==> src/rtl/ps2_host_tx_if.sv <==
// ps2_host_tx_if: command handshake and PS/2 pin signals of the host transmitter.
//   tx_data/tx_valid/tx_ready : byte handshake (accept on tx_valid && tx_ready)
//   ps2_clk_in/ps2_data_in    : raw pin values seen by the transmitter
//   ps2_clk_oe/ps2_data_oe    : open-drain pull-low enables
//   busy/done/ack_err/timeout : transfer status
// master = top level / CPU side, slave = ps2_host_tx.
interface ps2_host_tx_if;
    logic [7:0] tx_data;
    logic       tx_valid;
    logic       tx_ready;
    logic       ps2_clk_in;
    logic       ps2_data_in;
    logic       ps2_clk_oe;
    logic       ps2_data_oe;
    logic       busy;
    logic       done;
    logic       ack_err;
    logic       timeout;

    modport master (
        output tx_data, tx_valid, ps2_clk_in, ps2_data_in,
        input  tx_ready, ps2_clk_oe, ps2_data_oe, busy, done, ack_err, timeout
    );

    modport slave (
        input  tx_data, tx_valid, ps2_clk_in, ps2_data_in,
        output tx_ready, ps2_clk_oe, ps2_data_oe, busy, done, ack_err, timeout
    );
endinterface

==> src/rtl/ps2_host_tx.sv <==
// ps2_host_tx: host-to-device PS/2 command transmitter.
// Inhibits the bus, issues a request-to-send, shifts out 8 data bits LSB first
// plus odd parity on the device's falling clock edges, releases data for the
// stop bit and samples the device ACK. Pins are only ever pulled low.
//   CLK100MHZ : system clock
//   RESETN    : asynchronous reset, active low (releases both lines at once)
//   bus       : ps2_host_tx_if slave modport (handshake, pins, status)
module ps2_host_tx #(
    parameter int unsigned INHIBIT_CYCLES = 12_000,
    parameter int unsigned START_TIMEOUT  = 1_500_000,
    parameter int unsigned XFER_TIMEOUT   = 200_000,
    parameter int unsigned FILTER_LEN     = 8
) (
    input  logic          CLK100MHZ,
    input  logic          RESETN,
    ps2_host_tx_if.slave  bus
);
    localparam int unsigned MAX_AB = (INHIBIT_CYCLES > START_TIMEOUT) ? INHIBIT_CYCLES : START_TIMEOUT;
    localparam int unsigned MAXP   = (MAX_AB > XFER_TIMEOUT) ? MAX_AB : XFER_TIMEOUT;
    localparam int unsigned CW     = $clog2(MAXP) + 1;
    localparam int unsigned FW     = $clog2(FILTER_LEN) + 1;

    typedef enum logic [2:0] {
        S_IDLE, S_INHIBIT, S_START, S_BITS, S_ACK, S_WAIT_IDLE, S_DONE, S_FAIL
    } state_t;

    // ---------------- input conditioning (index 0 = clk, 1 = data) ----------------
    logic [1:0]         sync1_q, sync2_q, filt_q, filt_d;
    logic [1:0][FW-1:0] stab_q, stab_d;
    logic               clk_prev_q;
    logic               fall;

    // The filtered value only follows the synchronized input after it has
    // disagreed for FILTER_LEN consecutive cycles; any agreement restarts the count.
    always_comb begin
        filt_d = filt_q;
        stab_d = '0;
        for (int unsigned i = 0; i < 2; i++) begin
            if (sync2_q[i] != filt_q[i]) begin
                if (stab_q[i] == FW'(FILTER_LEN - 1))
                    filt_d[i] = sync2_q[i];
                else
                    stab_d[i] = stab_q[i] + 1'b1;
            end
        end
    end

    always_ff @(posedge CLK100MHZ or negedge RESETN) begin
        if (!RESETN) begin
            sync1_q    <= '1;
            sync2_q    <= '1;
            filt_q     <= '1;
            stab_q     <= '0;
            clk_prev_q <= 1'b1;
        end else begin
            sync1_q    <= {bus.ps2_data_in, bus.ps2_clk_in};
            sync2_q    <= sync1_q;
            filt_q     <= filt_d;
            stab_q     <= stab_d;
            clk_prev_q <= filt_q[0];
        end
    end

    assign fall = clk_prev_q & ~filt_q[0];

    // ---------------- transfer FSM ----------------
    state_t        state_q;
    logic [CW-1:0] cnt_q, cnt_d;
    logic [8:0]    shift_q;          // {parity, d7..d0}, shifted out LSB first
    logic [3:0]    idx_q;            // falling edges seen so far
    logic          clk_oe_q, data_oe_q, busy_q, done_q, ack_err_q, timeout_q, ready_q;

    // Shared saturating counter: inhibit time, start timeout, transfer timeout.
    assign cnt_d = (cnt_q == '1) ? cnt_q : cnt_q + 1'b1;

    always_ff @(posedge CLK100MHZ or negedge RESETN) begin
        if (!RESETN) begin
            state_q   <= S_IDLE;
            cnt_q     <= '0;
            shift_q   <= '0;
            idx_q     <= '0;
            clk_oe_q  <= 1'b0;
            data_oe_q <= 1'b0;
            busy_q    <= 1'b0;
            done_q    <= 1'b0;
            ack_err_q <= 1'b0;
            timeout_q <= 1'b0;
            ready_q   <= 1'b1;
        end else begin
            done_q <= 1'b0;
            cnt_q  <= cnt_d;
            case (state_q)
                S_IDLE: begin
                    if (bus.tx_valid) begin
                        shift_q   <= {~^bus.tx_data, bus.tx_data};
                        ack_err_q <= 1'b0;
                        timeout_q <= 1'b0;
                        ready_q   <= 1'b0;
                        busy_q    <= 1'b1;
                        clk_oe_q  <= 1'b1;
                        cnt_q     <= '0;
                        state_q   <= S_INHIBIT;
                    end
                end
                S_INHIBIT: begin
                    if (cnt_q == CW'(INHIBIT_CYCLES - 1)) begin
                        clk_oe_q  <= 1'b0;
                        data_oe_q <= 1'b1;
                        cnt_q     <= '0;
                        state_q   <= S_START;
                    end
                end
                S_START: begin
                    // Timeout is tested first so it wins over a same-cycle fall.
                    if (cnt_q == CW'(START_TIMEOUT - 1)) begin
                        timeout_q <= 1'b1;
                        ack_err_q <= 1'b0;
                        clk_oe_q  <= 1'b0;
                        data_oe_q <= 1'b0;
                        done_q    <= 1'b1;
                        state_q   <= S_FAIL;
                    end else if (fall) begin
                        data_oe_q <= ~shift_q[0];
                        shift_q   <= shift_q >> 1;
                        idx_q     <= 4'd1;
                        cnt_q     <= '0;
                        state_q   <= S_BITS;
                    end
                end
                S_BITS, S_ACK, S_WAIT_IDLE: begin
                    if (cnt_q == CW'(XFER_TIMEOUT - 1)) begin
                        timeout_q <= 1'b1;
                        ack_err_q <= 1'b0;
                        clk_oe_q  <= 1'b0;
                        data_oe_q <= 1'b0;
                        done_q    <= 1'b1;
                        state_q   <= S_FAIL;
                    end else if (state_q == S_WAIT_IDLE) begin
                        if (filt_q == 2'b11) begin
                            done_q  <= 1'b1;
                            state_q <= S_DONE;
                        end
                    end else if (fall) begin
                        if (state_q == S_ACK) begin
                            ack_err_q <= filt_q[1];
                            state_q   <= S_WAIT_IDLE;
                        end else if (idx_q == 4'd9) begin
                            data_oe_q <= 1'b0;     // stop bit: line released
                            state_q   <= S_ACK;
                        end else begin
                            data_oe_q <= ~shift_q[0];
                            shift_q   <= shift_q >> 1;
                            idx_q     <= idx_q + 1'b1;
                        end
                    end
                end
                S_DONE, S_FAIL: begin
                    data_oe_q <= 1'b0;
                    busy_q    <= 1'b0;
                    ready_q   <= 1'b1;
                    state_q   <= S_IDLE;
                end
                default: state_q <= S_IDLE;
            endcase
        end
    end

    assign bus.tx_ready    = ready_q;
    assign bus.ps2_clk_oe  = clk_oe_q;
    assign bus.ps2_data_oe = data_oe_q;
    assign bus.busy        = busy_q;
    assign bus.done        = done_q;
    assign bus.ack_err     = ack_err_q;
    assign bus.timeout     = timeout_q;
endmodule

==> src/flat_wrapper.sv <==
// flat-port wrapper written by rule: the top's interface ports become plain ports
module ps2_host_tx_flat 
#(
    parameter int unsigned INHIBIT_CYCLES = 12_000,
    parameter int unsigned START_TIMEOUT  = 1_500_000,
    parameter int unsigned XFER_TIMEOUT   = 200_000,
    parameter int unsigned FILTER_LEN     = 8
)
  (CLK100MHZ, RESETN, bus_tx_data, bus_tx_valid, bus_ps2_clk_in, bus_ps2_data_in, bus_tx_ready, bus_ps2_clk_oe, bus_ps2_data_oe, bus_busy, bus_done, bus_ack_err, bus_timeout);
  ps2_host_tx_if bus_i ();
  input  logic CLK100MHZ;
  input  logic RESETN;
  input wire logic [$bits(bus_i.tx_data)-1:0] bus_tx_data;
  input wire logic [$bits(bus_i.tx_valid)-1:0] bus_tx_valid;
  input wire logic [$bits(bus_i.ps2_clk_in)-1:0] bus_ps2_clk_in;
  input wire logic [$bits(bus_i.ps2_data_in)-1:0] bus_ps2_data_in;
  output wire logic [$bits(bus_i.tx_ready)-1:0] bus_tx_ready;
  output wire logic [$bits(bus_i.ps2_clk_oe)-1:0] bus_ps2_clk_oe;
  output wire logic [$bits(bus_i.ps2_data_oe)-1:0] bus_ps2_data_oe;
  output wire logic [$bits(bus_i.busy)-1:0] bus_busy;
  output wire logic [$bits(bus_i.done)-1:0] bus_done;
  output wire logic [$bits(bus_i.ack_err)-1:0] bus_ack_err;
  output wire logic [$bits(bus_i.timeout)-1:0] bus_timeout;
  assign bus_i.tx_data = bus_tx_data;
  assign bus_i.tx_valid = bus_tx_valid;
  assign bus_i.ps2_clk_in = bus_ps2_clk_in;
  assign bus_i.ps2_data_in = bus_ps2_data_in;
  assign bus_tx_ready = bus_i.tx_ready;
  assign bus_ps2_clk_oe = bus_i.ps2_clk_oe;
  assign bus_ps2_data_oe = bus_i.ps2_data_oe;
  assign bus_busy = bus_i.busy;
  assign bus_done = bus_i.done;
  assign bus_ack_err = bus_i.ack_err;
  assign bus_timeout = bus_i.timeout;
  ps2_host_tx #(.INHIBIT_CYCLES(INHIBIT_CYCLES), .START_TIMEOUT(START_TIMEOUT), .XFER_TIMEOUT(XFER_TIMEOUT), .FILTER_LEN(FILTER_LEN)) u_core (.CLK100MHZ(CLK100MHZ), .RESETN(RESETN), .bus(bus_i));
endmodule
==> config.mk <==
export PLATFORM = sky130hd
export DESIGN_NAME = ps2_host_tx_flat
export DESIGN_NICKNAME = d
export VERILOG_FILES = /design/src/rtl/ps2_host_tx_if.sv /design/src/rtl/ps2_host_tx.sv /design/src/flat_wrapper.sv
export SDC_FILE = /design/constraint.sdc
export NUM_CORES = 1
export LEC_CHECK = 0
export BUFFER_PORTS_ARGS = -buffer_cell sky130_fd_sc_hd__buf_2
export CAP_MARGIN = 20
export CORE_MARGIN = 4
export CORE_UTILIZATION = 50
export CTS_CLUSTER_SIZE = 12
export DETAILED_ROUTE_END_ITERATION = 8
export PLACE_DENSITY = 0.7
export SYNTH_ARGS = -nofsm -noshare
export SYNTH_HDL_FRONTEND = slang
export SYNTH_SLANG_ARGS = --single-unit
==> constraint.sdc <==
create_clock -name CLK100MHZ -period 2.62 [get_ports CLK100MHZ]
set_clock_uncertainty 0.15 [all_clocks]
set_input_delay 0 -clock CLK100MHZ [delete_from_list [all_inputs] [get_ports CLK100MHZ]]
set_output_delay 0 -clock CLK100MHZ [all_outputs]
set_load 0.005 [all_outputs]
==> results of run 1 <==
[sequential cells by signal, indices dropped and copies added, names as in the netlist, 2 cells and up]
name	flops
u_core.sync1_q	2
u_core.idx_q	4
u_core.stab_q	8
u_core.filt_q	2
u_core.state_q	3
u_core.cnt_q	22
u_core.sync2_q	2
u_core.shift_q	9
[Yosys cell counts, drive strengths merged (2+ instances only)]
| master | n |
|---|---|
| nand3 | 15 |
| and4 | 4 |
| o22ai | 3 |
| a21oi | 17 |
| xor2 | 7 |
| inv | 7 |
| nand2b | 4 |
| a211oi | 4 |
| or4 | 3 |
| or3 | 3 |
| nand4b | 2 |
| nor3 | 15 |
| or2 | 3 |
| nand2 | 35 |
| a31oi | 4 |
| dfrtp | 52 |
| nor4 | 4 |
| and3 | 2 |
| ha | 5 |
| a21o | 2 |
| nor3b | 2 |
| mux2 | 2 |
| a22o | 3 |
| o2bb2ai | 2 |
| xnor2 | 20 |
| o21ai | 20 |
| dfstp | 8 |
| mux2i | 9 |
| nor2 | 40 |
| clkbuf | 11 |
| nor2b | 8 |
| buf | 3 |
| and2 | 2 |
| nand4 | 6 |
[cells by family after synthesis]
group | count (synthesis) | share of synthesized area
multiplexers | 11 | 0.03488
AND/OR/NAND/NOR | 153 | 0.2407
flip-flops | 60 | 0.4682
XOR/XNOR | 27 | 0.07326
adder cells (fa/ha/maj) | 5 | 0.01938
AO/OA/AOI/OAI | 65 | 0.1341
buffers and inverters | 21 | 0.02946
[area by class of cell]
cell class                 count  share of cell area
clock buffer                  15             0.04747
clock inverter                 1            0.001274
inverter                       7            0.006690
multi-input combinational    261              0.4240
sequential                    60              0.3848
tap                           77             0.02453
timing repair buffer          56              0.1112
[worst max-delay path by stage]
stage,start,to,slack (ps),depth (start not counted)
6_report,u_core.cnt_q[6]$_DFF_PN0_,u_core.shift_q[7]$_DFFE_PN0P_,4,7
5_1_grt,u_core.cnt_q[6]$_DFF_PN0_,u_core.shift_q[3]$_DFFE_PN0P_,-60,7
4_1_cts,u_core.cnt_q[19]$_DFF_PN0_,u_core.bus.timeout$_DFFE_PN0P_,-2,7
3_5_place_dp,u_core.cnt_q[19]$_DFF_PN0_,u_core.shift_q[6]$_DFFE_PN0P_,-80,5
3_3_place_gp,u_core.cnt_q[15]$_DFF_PN0_,u_core.shift_q[7]$_DFFE_PN0P_,-6,5
2_1_floorplan,u_core.cnt_q[0]$_DFF_PN0_,u_core.cnt_q[0]$_DFF_PN0_,30,9
[per-layer routing]
metal  vias up  global-route usage  part of all wire  wire [µm]
met5         -                   0                 0          0
met4         0             0.06731             0.014        104
met3        10             0.06611             0.056        411
met2        96              0.3215              0.48       3544
met1      1317              0.2678              0.44       3255
li1       1321                   -                 -          -
[timing repair]
action,in CTS,in global routing
hold endpoints to repair,39,0
buffers inserted,2,2
hold buffers,11,0
setup endpoints to repair,10,14
resized for setup,2,23
cloned,0,1
pin swaps,1,9
[stage by stage]
stage / utilization / instances / area [µm²] / setup TNS [ps]
finish: 0.6221 / 477 / 3928 / 0
global route: 0.6221 / 477 / 3928 / -416.2
CTS: 0.6102 / 474 / 3852 / -1.995
detailed placement: 0.5587 / 445 / 3527 / -506.8
floorplan: - / 342 / 3228 / 0
global placement: 0.5587 / 445 / 3527 / -34.74
[worst register-to-register path: cells and delay by family (launching register included)]
family | cells | cell delay (ps)
compound gates | 2 | 330
buf+inv | 1 | 170
flops | 1 | 380
simple gates | 4 | 1510
[where the power goes]
group          internal [mW]  switching, mW  total, mW
Clock                  0.446          0.339      0.785
Sequential              1.19          0.267       1.45
Combinational          0.710          0.823       1.53
==> results.txt, run 1 <==
status - completed
Pwr Total - 3.772 mW
crit end category - register
Die W - 88.35 µm
Cell Area, Synth - 0.003228 mm²
reg-to-reg endpoint - u_core.shift_q[7]$_DFFE_PN0P_
Congestion Overflow GR - 0
port bufs - 19
crit-path leading delay family - simple AND/OR/NAND/NOR gates
Vias/cell - 5.753
hold path endpoint - u_core.bus.timeout$_DFFE_PN0P_
pre-CTS WS - -80.67 ps
drt pass-1 iters - 5
Wirelength per Cell - 15.34 µm
largest net degree at the start of global routing - 37
Final Cycle Share - 0.9983
Fill cells - 525
first-pass GRT wire length - 12,250 µm
row count - 29
# H-tree levels - 3
fmax - 382.3 MHz
EDFF count, synth - 0
RSZ-0062 raised after global routing - yes
Clock Latency Late Sink - 340 ps
CTS Buffer Depth - 2
register bit total from synthesis - 60
area of the multi-input gates - 0.001665 mm²
cell taking the most area after synthesis - dfrtp_1
initial core utilization - 0.5113
HPWL after DPL - 4969 µm
FF-to-FF setup slack - 4 ps
I/O pins - 20
total core area - 0.006314 mm²
Iter 0 DRT Violations - 166
Die ar. - 0.007806 mm²
Via Count - 2,744
VDD IR max - 0.6527 mV
slew of the pin with the lowest slew margin - 796.4 ps
Slew HR - 0.4691
worst hold path class - in -> reg
Setup WS post-layout - 4.371 ps
startpoint type of the worst setup path - register
chip height - 88.35 µm
max cap viols - 0
register area - 0.001511 mm²
antenna violations before repair - 0
most frequent cells in the layout - 52 x dfrtp_1, 40 x nor2_1, 31 x nand2_1
Crit-path slowest cell - or4_4
Ys Warns - 0
worst-path cell chain - or4_4 -> or4_4 -> or2_4 -> o221ai_4 -> buf_6 -> nand2_1 -> o21ai_1
Total GRT Usage - 0.2044
Synth top area share - 0.4031
Final setup viols - 0
register area share after synthesis - 0.4682
Root Buffer - clkbuf_8
Max Slew Vio Count - 0
R2R depth - 7
TritonCTS clock tree - yes
CP Buf/Inv Count - 1
ant diodes - 0
Synth async-reset ratio - 1.000
Final ANT Viol Nets - 0
crit-path max FO - 7
Detailed Route WL - 7315 µm
Setup CP Type - reg -> reg
Worst R2R Start - u_core.cnt_q[6]$_DFF_PN0_
worst hold start - bus_tx_valid
Lkg Pwr - 1.718 nW
Pwr Density - 960.5 mW/mm²
vias in the first global route - 2,610
Post-Syn Area per Cell - 9.439 µm²
Synth Flop Type - dfrtp_1
Fin. Hold Viols - 0
Mapped Nets - 360
Nets - 413
CTS sink count - 60
DRC - 0
GPL Wtd Cong - 0.8986
leading cell type in the layout, fill and taps excluded - dfrtp_1
Worst Path Arrival - 2730 ps
Syn Inst Count - 342
layout cells sized above 1 - 0.2275
crit-path max cell delay - 590 ps
WHS - 41.54 ps
Top cell by count, worst path - or4_4
min Tclk post-route - 2616 ps
Yosys cell types - 56
Num CTS Buffers - 9
hold-critical path depth - 4
area delta synth->final - 21.67%
synth top area cells - dfrtp_1 40%, dfstp_2 6.5%, xnor2_1 5.4%
Req. time, crit path - 2740 ps
clock transition at the registers of the reported paths - 70 ps
No activity file was read; power rests on OpenSTA's default activity.
==> run 2, diff against run 1 <==
--- a/config.mk
+++ b/config.mk
@@ -8,10 +8,10 @@
 export BUFFER_PORTS_ARGS = -buffer_cell sky130_fd_sc_hd__buf_2
 export CAP_MARGIN = 20
 export CORE_MARGIN = 4
-export CORE_UTILIZATION = 50
+export CORE_UTILIZATION = 45
 export CTS_CLUSTER_SIZE = 12
 export DETAILED_ROUTE_END_ITERATION = 8
-export PLACE_DENSITY = 0.7
+export RECOVER_POWER = 50
 export SYNTH_ARGS = -nofsm -noshare
 export SYNTH_HDL_FRONTEND = slang
 export SYNTH_SLANG_ARGS = --single-unit
==> results.txt, run 2 (synthesized netlist as in run 1, its figures left out) <==
Worst Path Arrival - 2630 ps (was 2730 ps)
met1 WL - 3330 µm (was 3255 µm)
GPL Wtd Cong - 0.8774 (was 0.8986)
R2R depth - 6 (was 7)
Biggest register - u_core.cnt_q (unchanged)
Comb power frac - 0.391 (was 0.406)
CTS sink count - 60 (unchanged)
first-pass GRT wire length - 12,500 µm (was 12,250 µm)
Slew HR - 0.3179 (was 0.4691)
area delta synth->final - 21.43% (was 21.67%)
Num CTS Buffers - 9 (unchanged)
post-route cell area - 0.003920 mm² (was 0.003928 mm²)
RSZ-0062 raised after global routing - yes (unchanged)
leading cell type in the layout, fill and taps excluded - dfrtp_1 (unchanged)
Detailed Route WL - 7137 µm (was 7315 µm)
biggest regs - u_core.cnt_q (22), u_core.shift_q (9), u_core.stab_q (8) (unchanged)
fmax - 389.8 MHz (was 382.3 MHz)
slew of the pin with the lowest slew margin - 1023 ps (was 796.4 ps)
Die W - 92.70 µm (was 88.35 µm)
Root Buffer - clkbuf_8 (unchanged)
Clk pwr share - 0.211 (was 0.208)
Pwr Density - 918.7 mW/mm² (was 960.5 mW/mm²)
Max Slew Vio Count - 0 (unchanged)
hold-critical path depth - 4 (unchanged)
setup TNS - 0 ps (unchanged)
Setup CP Type - reg -> reg (unchanged)
sw frac - 0.3833 (was 0.3788)
Fill cells - 617 (was 525)
initial core utilization - 0.4699 (was 0.5113)
Final ANT Viol Nets - 0 (unchanged)
Iter 0 DRT Violations - 158 (was 166)
TritonCTS clock tree - yes (unchanged)
ant diodes - 0 (unchanged)
WL met3 - 297 µm (was 411 µm)
Psw - 1.380 mW (was 1.429 mW)
crit end category - register (unchanged)
Congestion Overflow GR - 0 (unchanged)
Power Internal - 2.221 mW (was 2.344 mW)
Via Count - 2,691 (was 2,744)
total core area - 0.006869 mm² (was 0.006314 mm²)
Nets - 417 (was 413)
startpoint type of the worst setup path - register (unchanged)
Vias/cell - 5.382 (was 5.753)
VDD IR max - 0.4428 mV (was 0.6527 mV)
area post-placement - 0.003611 mm² (was 0.003527 mm²)
Total GRT Usage - 0.1818 (was 0.2044)
min Tclk post-route - 2565 ps (was 2616 ps)
largest net degree at the start of global routing - 44 (was 37)
pre-CTS WS - 70.96 ps (was -80.67 ps)
chip height - 92.70 µm (was 88.35 µm)
top routing layer in use - met4 (unchanged)
worst hold path class - in -> reg (unchanged)
antenna violations before repair - 0 (unchanged)
Final Cycle Share - 0.9791 (was 0.9983)
DRC - 0 (unchanged)
CTS Buffer Depth - 2 (unchanged)
HPWL after DPL - 5067 µm (was 4969 µm)
Die ar. - 0.008592 mm² (was 0.007806 mm²)
drt pass-1 iters - 4 (was 5)
final core occ - 0.5707 (was 0.6221)
most frequent cells in the layout - 52 x dfrtp_1, 40 x nor2_1, 34 x nand2_1 (was 52 x dfrtp_1, 40 x nor2_1, 31 x nand2_1)
Lkg Pwr - 1.700 nW (was 1.718 nW)
Req. time, crit path - 2690 ps (was 2740 ps)
max cap viols - 0 (unchanged)
metal2 WL - 3417 µm (was 3544 µm)
Final setup viols - 0 (unchanged)
status - completed (unchanged)
# H-tree levels - 3 (unchanged)
Fin. Hold Viols - 0 (unchanged)
WHS - 43.92 ps (was 41.54 ps)
Clock Latency Late Sink - 340 ps (about the same)
Wirelength per Cell - 14.27 µm (was 15.34 µm)
max reg flops - 22 (unchanged)
vias in the first global route - 2,650 (was 2,610)
I/O pins - 20 (unchanged)
Flop pwr share - 0.398 (was 0.386)
Setup WS post-layout - 54.78 ps (was 4.371 ps)
layout cells sized above 1 - 0.2054 (was 0.2275)
row count - 30 (was 29)
crit-path max FO - 18 (was 7)
clock transition at the registers of the reported paths - 70 ps (about the same)
port bufs - 19 (unchanged)
Setup Fix Bufs, Post-CTS - 0 (was 2)
-- run 2: critical path, cell delays in order, from the launching register on --
cell and delay [ps]:
dfrtp_1 370, or4bb_1 520, or4_4 600, or2_4 320, o221ai_4 210, buf_12 170
o21ai_0 90
-- run 2: path summary, 6_finish.rpt --
path	slack (ps)	start	endpoint
min	40	bus_tx_valid	u_core.bus.ps2_clk_oe$_DFFE_PN0P_
min in group asynchronous	220	RESETN	u_core.stab_q[2]$_DFF_PN0_
min reg2reg	210	u_core.sync1_q[0]$_DFF_PN1_	u_core.sync2_q[0]$_DFF_PN1_
max reg2reg	50	u_core.cnt_q[14]$_DFF_PN0_	u_core.shift_q[3]$_DFFE_PN0P_
max in group asynchronous	1370	RESETN	u_core.cnt_q[8]$_DFF_PN0_
max	50	u_core.cnt_q[14]$_DFF_PN0_	u_core.shift_q[3]$_DFFE_PN0P_
-- run 2: power groups by stage --
stage	logic [mW]	clock network (mW)	registers, mW
after global placement	1.36	0	1.44
after detailed placement	1.37	0	1.45
after CTS	1.39	0.786	1.44
after global routing	1.59	0.827	1.48
final	1.41	0.760	1.44
after floorplan	1.06	0	1.34
-- run 2: area by class of cell --
cell class                      count  area [µm²]  share of cell area
Tap cell                           96       120.1             0.03064
Clock buffer                       12       155.1             0.03958
Timing Repair Buffer               59       430.4              0.1098
Sequential cell                    60        1511              0.3856
Multi-Input combinational cell    262        1652              0.4213
Inverter                            7       26.28            0.006703
Clock inverter                      4       25.02            0.006384
-- run 2: per-layer routing --
metal,GRT usage,up-vias
met5,0,-
met4,0.06105,0
met3,0.04874,11
met2,0.2906,54
met1,0.2392,1294
li1,-,1332
-- run 2: stage by stage --
stage                     power (mW)  instances
final                          3.601        500
after global routing           3.889        500
after CTS                      3.618        499
after detailed placement       2.826        472
after global placement         2.803        472
after floorplan                2.395        342
-- run 2: repair_timing --
item	CTS	global route
endpoints found under the hold margin	43	0
gates resized for setup	0	8
hold buffers	11	0
endpoints found under the setup margin	0	13
==> run 3, diff against run 2 <==
--- a/config.mk
+++ b/config.mk
@@ -11,7 +11,9 @@
 export CORE_UTILIZATION = 45
 export CTS_CLUSTER_SIZE = 12
 export DETAILED_ROUTE_END_ITERATION = 8
+export PLACE_DENSITY_LB_ADDON = 0.05
 export RECOVER_POWER = 50
+export SLEW_MARGIN = 5
 export SYNTH_ARGS = -nofsm -noshare
 export SYNTH_HDL_FRONTEND = slang
 export SYNTH_SLANG_ARGS = --single-unit
==> results.txt, run 3 (synthesized netlist as in run 1, its figures left out) <==
status - finished, violations left (was completed)
failing checks - capacitance limit, slew limit, setup timing
total core area - 0.006869 mm² (unchanged)
Total GRT Usage - 0.1805 (was 0.1818)
post-route cell area - 0.004130 mm² (was 0.003920 mm²)
Pwr Total - 4.076 mW (was 3.601 mW)
Wirelength per Cell - 15.04 µm (was 14.27 µm)
Final ANT Viol Nets - 0 (unchanged)
DRC - 0 (unchanged)
startpoint type of the worst setup path - register (unchanged)
most frequent cells in the layout - 52 x dfrtp_1, 40 x nor2_1, 27 x buf_4 (was 52 x dfrtp_1, 40 x nor2_1, 34 x nand2_1)
largest net degree at the start of global routing - 33 (was 44)
Final setup viols - 10 (was 0)
max cap viols - 2 (was 0)
Req. time, crit path - 2700 ps (was 2690 ps)
Lkg Pwr - 1.806 nW (was 1.700 nW)
Setup CP Type - reg -> reg (unchanged)
Via Count - 2,750 (was 2,691)
worst hold path class - in -> reg (unchanged)
GPL Wtd Cong - 0.8942 (was 0.8774)
final core occ - 0.6013 (was 0.5707)
CTS sink count - 60 (unchanged)
Fill cells - 594 (was 617)
I/O pins - 20 (unchanged)
drt pass-1 iters - 5 (was 4)
Biggest register - u_core.cnt_q (unchanged)
antenna violations before repair - 0 (unchanged)
row count - 30 (unchanged)
CTS Buffer Depth - 2 (unchanged)
Iter 0 DRT Violations - 134 (was 158)
Die W - 92.70 µm (unchanged)
slew of the pin with the lowest slew margin - 1684 ps (was 1023 ps)
min Tclk post-route - 2657 ps (was 2565 ps)
Die ar. - 0.008592 mm² (unchanged)
TritonCTS clock tree - yes (unchanged)
Pwr Density - 986.8 mW/mm² (was 918.7 mW/mm²)
leading cell type in the layout, fill and taps excluded - dfrtp_1 (unchanged)
Final Cycle Share - 1.014 (was 0.9791)
layout cells sized above 1 - 0.2718 (was 0.2054)
clock transition at the registers of the reported paths - 70 ps (about the same)
area delta synth->final - 27.95% (was 21.43%)
crit-path max FO - 5 (was 18)
Nets - 425 (was 417)
area of the multi-input gates - 0.001713 mm² (was 0.001652 mm²)
fmax - 376.4 MHz (was 389.8 MHz)
Clock Latency Late Sink - 340 ps (about the same)
register area - 0.001511 mm² (unchanged)
Setup WS post-layout - -36.93 ps (was 54.78 ps)
Congestion Overflow GR - 0 (unchanged)
area post-placement - 0.003573 mm² (was 0.003611 mm²)
port bufs - 19 (unchanged)
Detailed Route WL - 7639 µm (was 7137 µm)
Max Slew Vio Count - 61 (was 0)
Fin. Hold Viols - 0 (unchanged)
HPWL after DPL - 4942 µm (was 5067 µm)
max reg flops - 22 (unchanged)
Worst Path Arrival - 2740 ps (was 2630 ps)
Num CTS Buffers - 9 (unchanged)
chip height - 92.70 µm (unchanged)
crit end category - register (unchanged)
# H-tree levels - 3 (unchanged)
Slew HR - -0.1227 (was 0.3179)
first-pass GRT wire length - 12,340 µm (was 12,500 µm)
Vias/cell - 5.413 (was 5.382)
RSZ-0062 raised after global routing - yes (unchanged)
Root Buffer - clkbuf_8 (unchanged)
vias in the first global route - 2,586 (was 2,650)
ant diodes - 0 (unchanged)
VDD IR max - 0.3665 mV (was 0.4428 mV)
biggest regs - u_core.cnt_q (22), u_core.shift_q (9), u_core.stab_q (8) (unchanged)
initial core utilization - 0.4699 (unchanged)
run 3: cell count changes in the layout (fill, tap and decap cells not counted), moves of 3 or more:
cell      delta
o21ai_0     -10
dfstp_2      +3
clkinv_4     +3
o21ai_2      +6
nand2_2      +6
dfstp_1      -3
buf_2        +5
o21ai_1      +3
nand2_1      -8
buf_6        +4
run 3: routing by layer:
metal | GRT usage | share of wire | wire (µm)
met1 | 0.2446 | 0.45 | 3456
met2 | 0.2858 | 0.49 | 3734
met3 | 0.03981 | 0.042 | 320
met4 | 0.06227 | 0.017 | 127
met5 | 0 | 0 | 0
run 3: final timing paths:
path                                        startpoint                            end  slack, ps  cells after the start
setup / recovery             u_core.cnt_q[6]$_DFF_PN0_  u_core.shift_q[4]$_DFFE_PN0P_        -40                      7
hold / removal                         bus_ps2_data_in    u_core.sync1_q[1]$_DFF_PN1_        150                      2
setup reg to reg             u_core.cnt_q[6]$_DFF_PN0_  u_core.shift_q[4]$_DFFE_PN0P_        -40                      7
hold reg to reg            u_core.sync1_q[0]$_DFF_PN1_    u_core.sync2_q[0]$_DFF_PN1_        210                      0
max in group asynchronous                       RESETN     u_core.cnt_q[12]$_DFF_PN0_        760                      3
min in group asynchronous                       RESETN  u_core.state_q[2]$_DFFE_PN0P_        500                      3
run 3: where the power goes:
group	total [mW]	leakage (nW)	switching (mW)	internal [mW]
Combinational	1.79	0.936	0.921	0.869
Clock	0.843	0.104	0.399	0.443
Sequential	1.44	0.767	0.257	1.19
run 3: repair_timing:
action                                  in CTS  in global routing
resized for setup                            0                 40
endpoints found under the hold margin       71                  0
endpoints found under the setup margin       0                 14
hold buffers                                12                  0
setup buffers                                0                 10
run 3: area by class of cell:
cell class                      count  share of cell area
Clock buffer                        9             0.02999
Clock inverter                      7             0.01818
Inverter                            7            0.006362
Multi-Input combinational cell    261              0.4147
Sequential cell                    60              0.3659
Tap cell                           96             0.02908
Timing Repair Buffer               68              0.1357
run 3: worst max-delay path, stage by stage, from the launching register on:
cell	delay [ps]
dfrtp_1	380
or4_4	550
or4_4	580
or2_4	310
o221ai_4	220
buf_12	160
clkbuf_16	140
o21ai_1	60
run 3: metrics by stage:
stage                     setup WS [ps]  TNS, ps  std cells  hold slack (ps)
final                            -36.93   -235.6        508            147.9
after global routing             -106.1    -1021        508            148.5
after CTS                         26.35        0        495            55.01
after detailed placement          49.21        0        467           -101.1
after global placement            84.80        0        467           -109.7
after floorplan                   29.45        0        342           -445.6
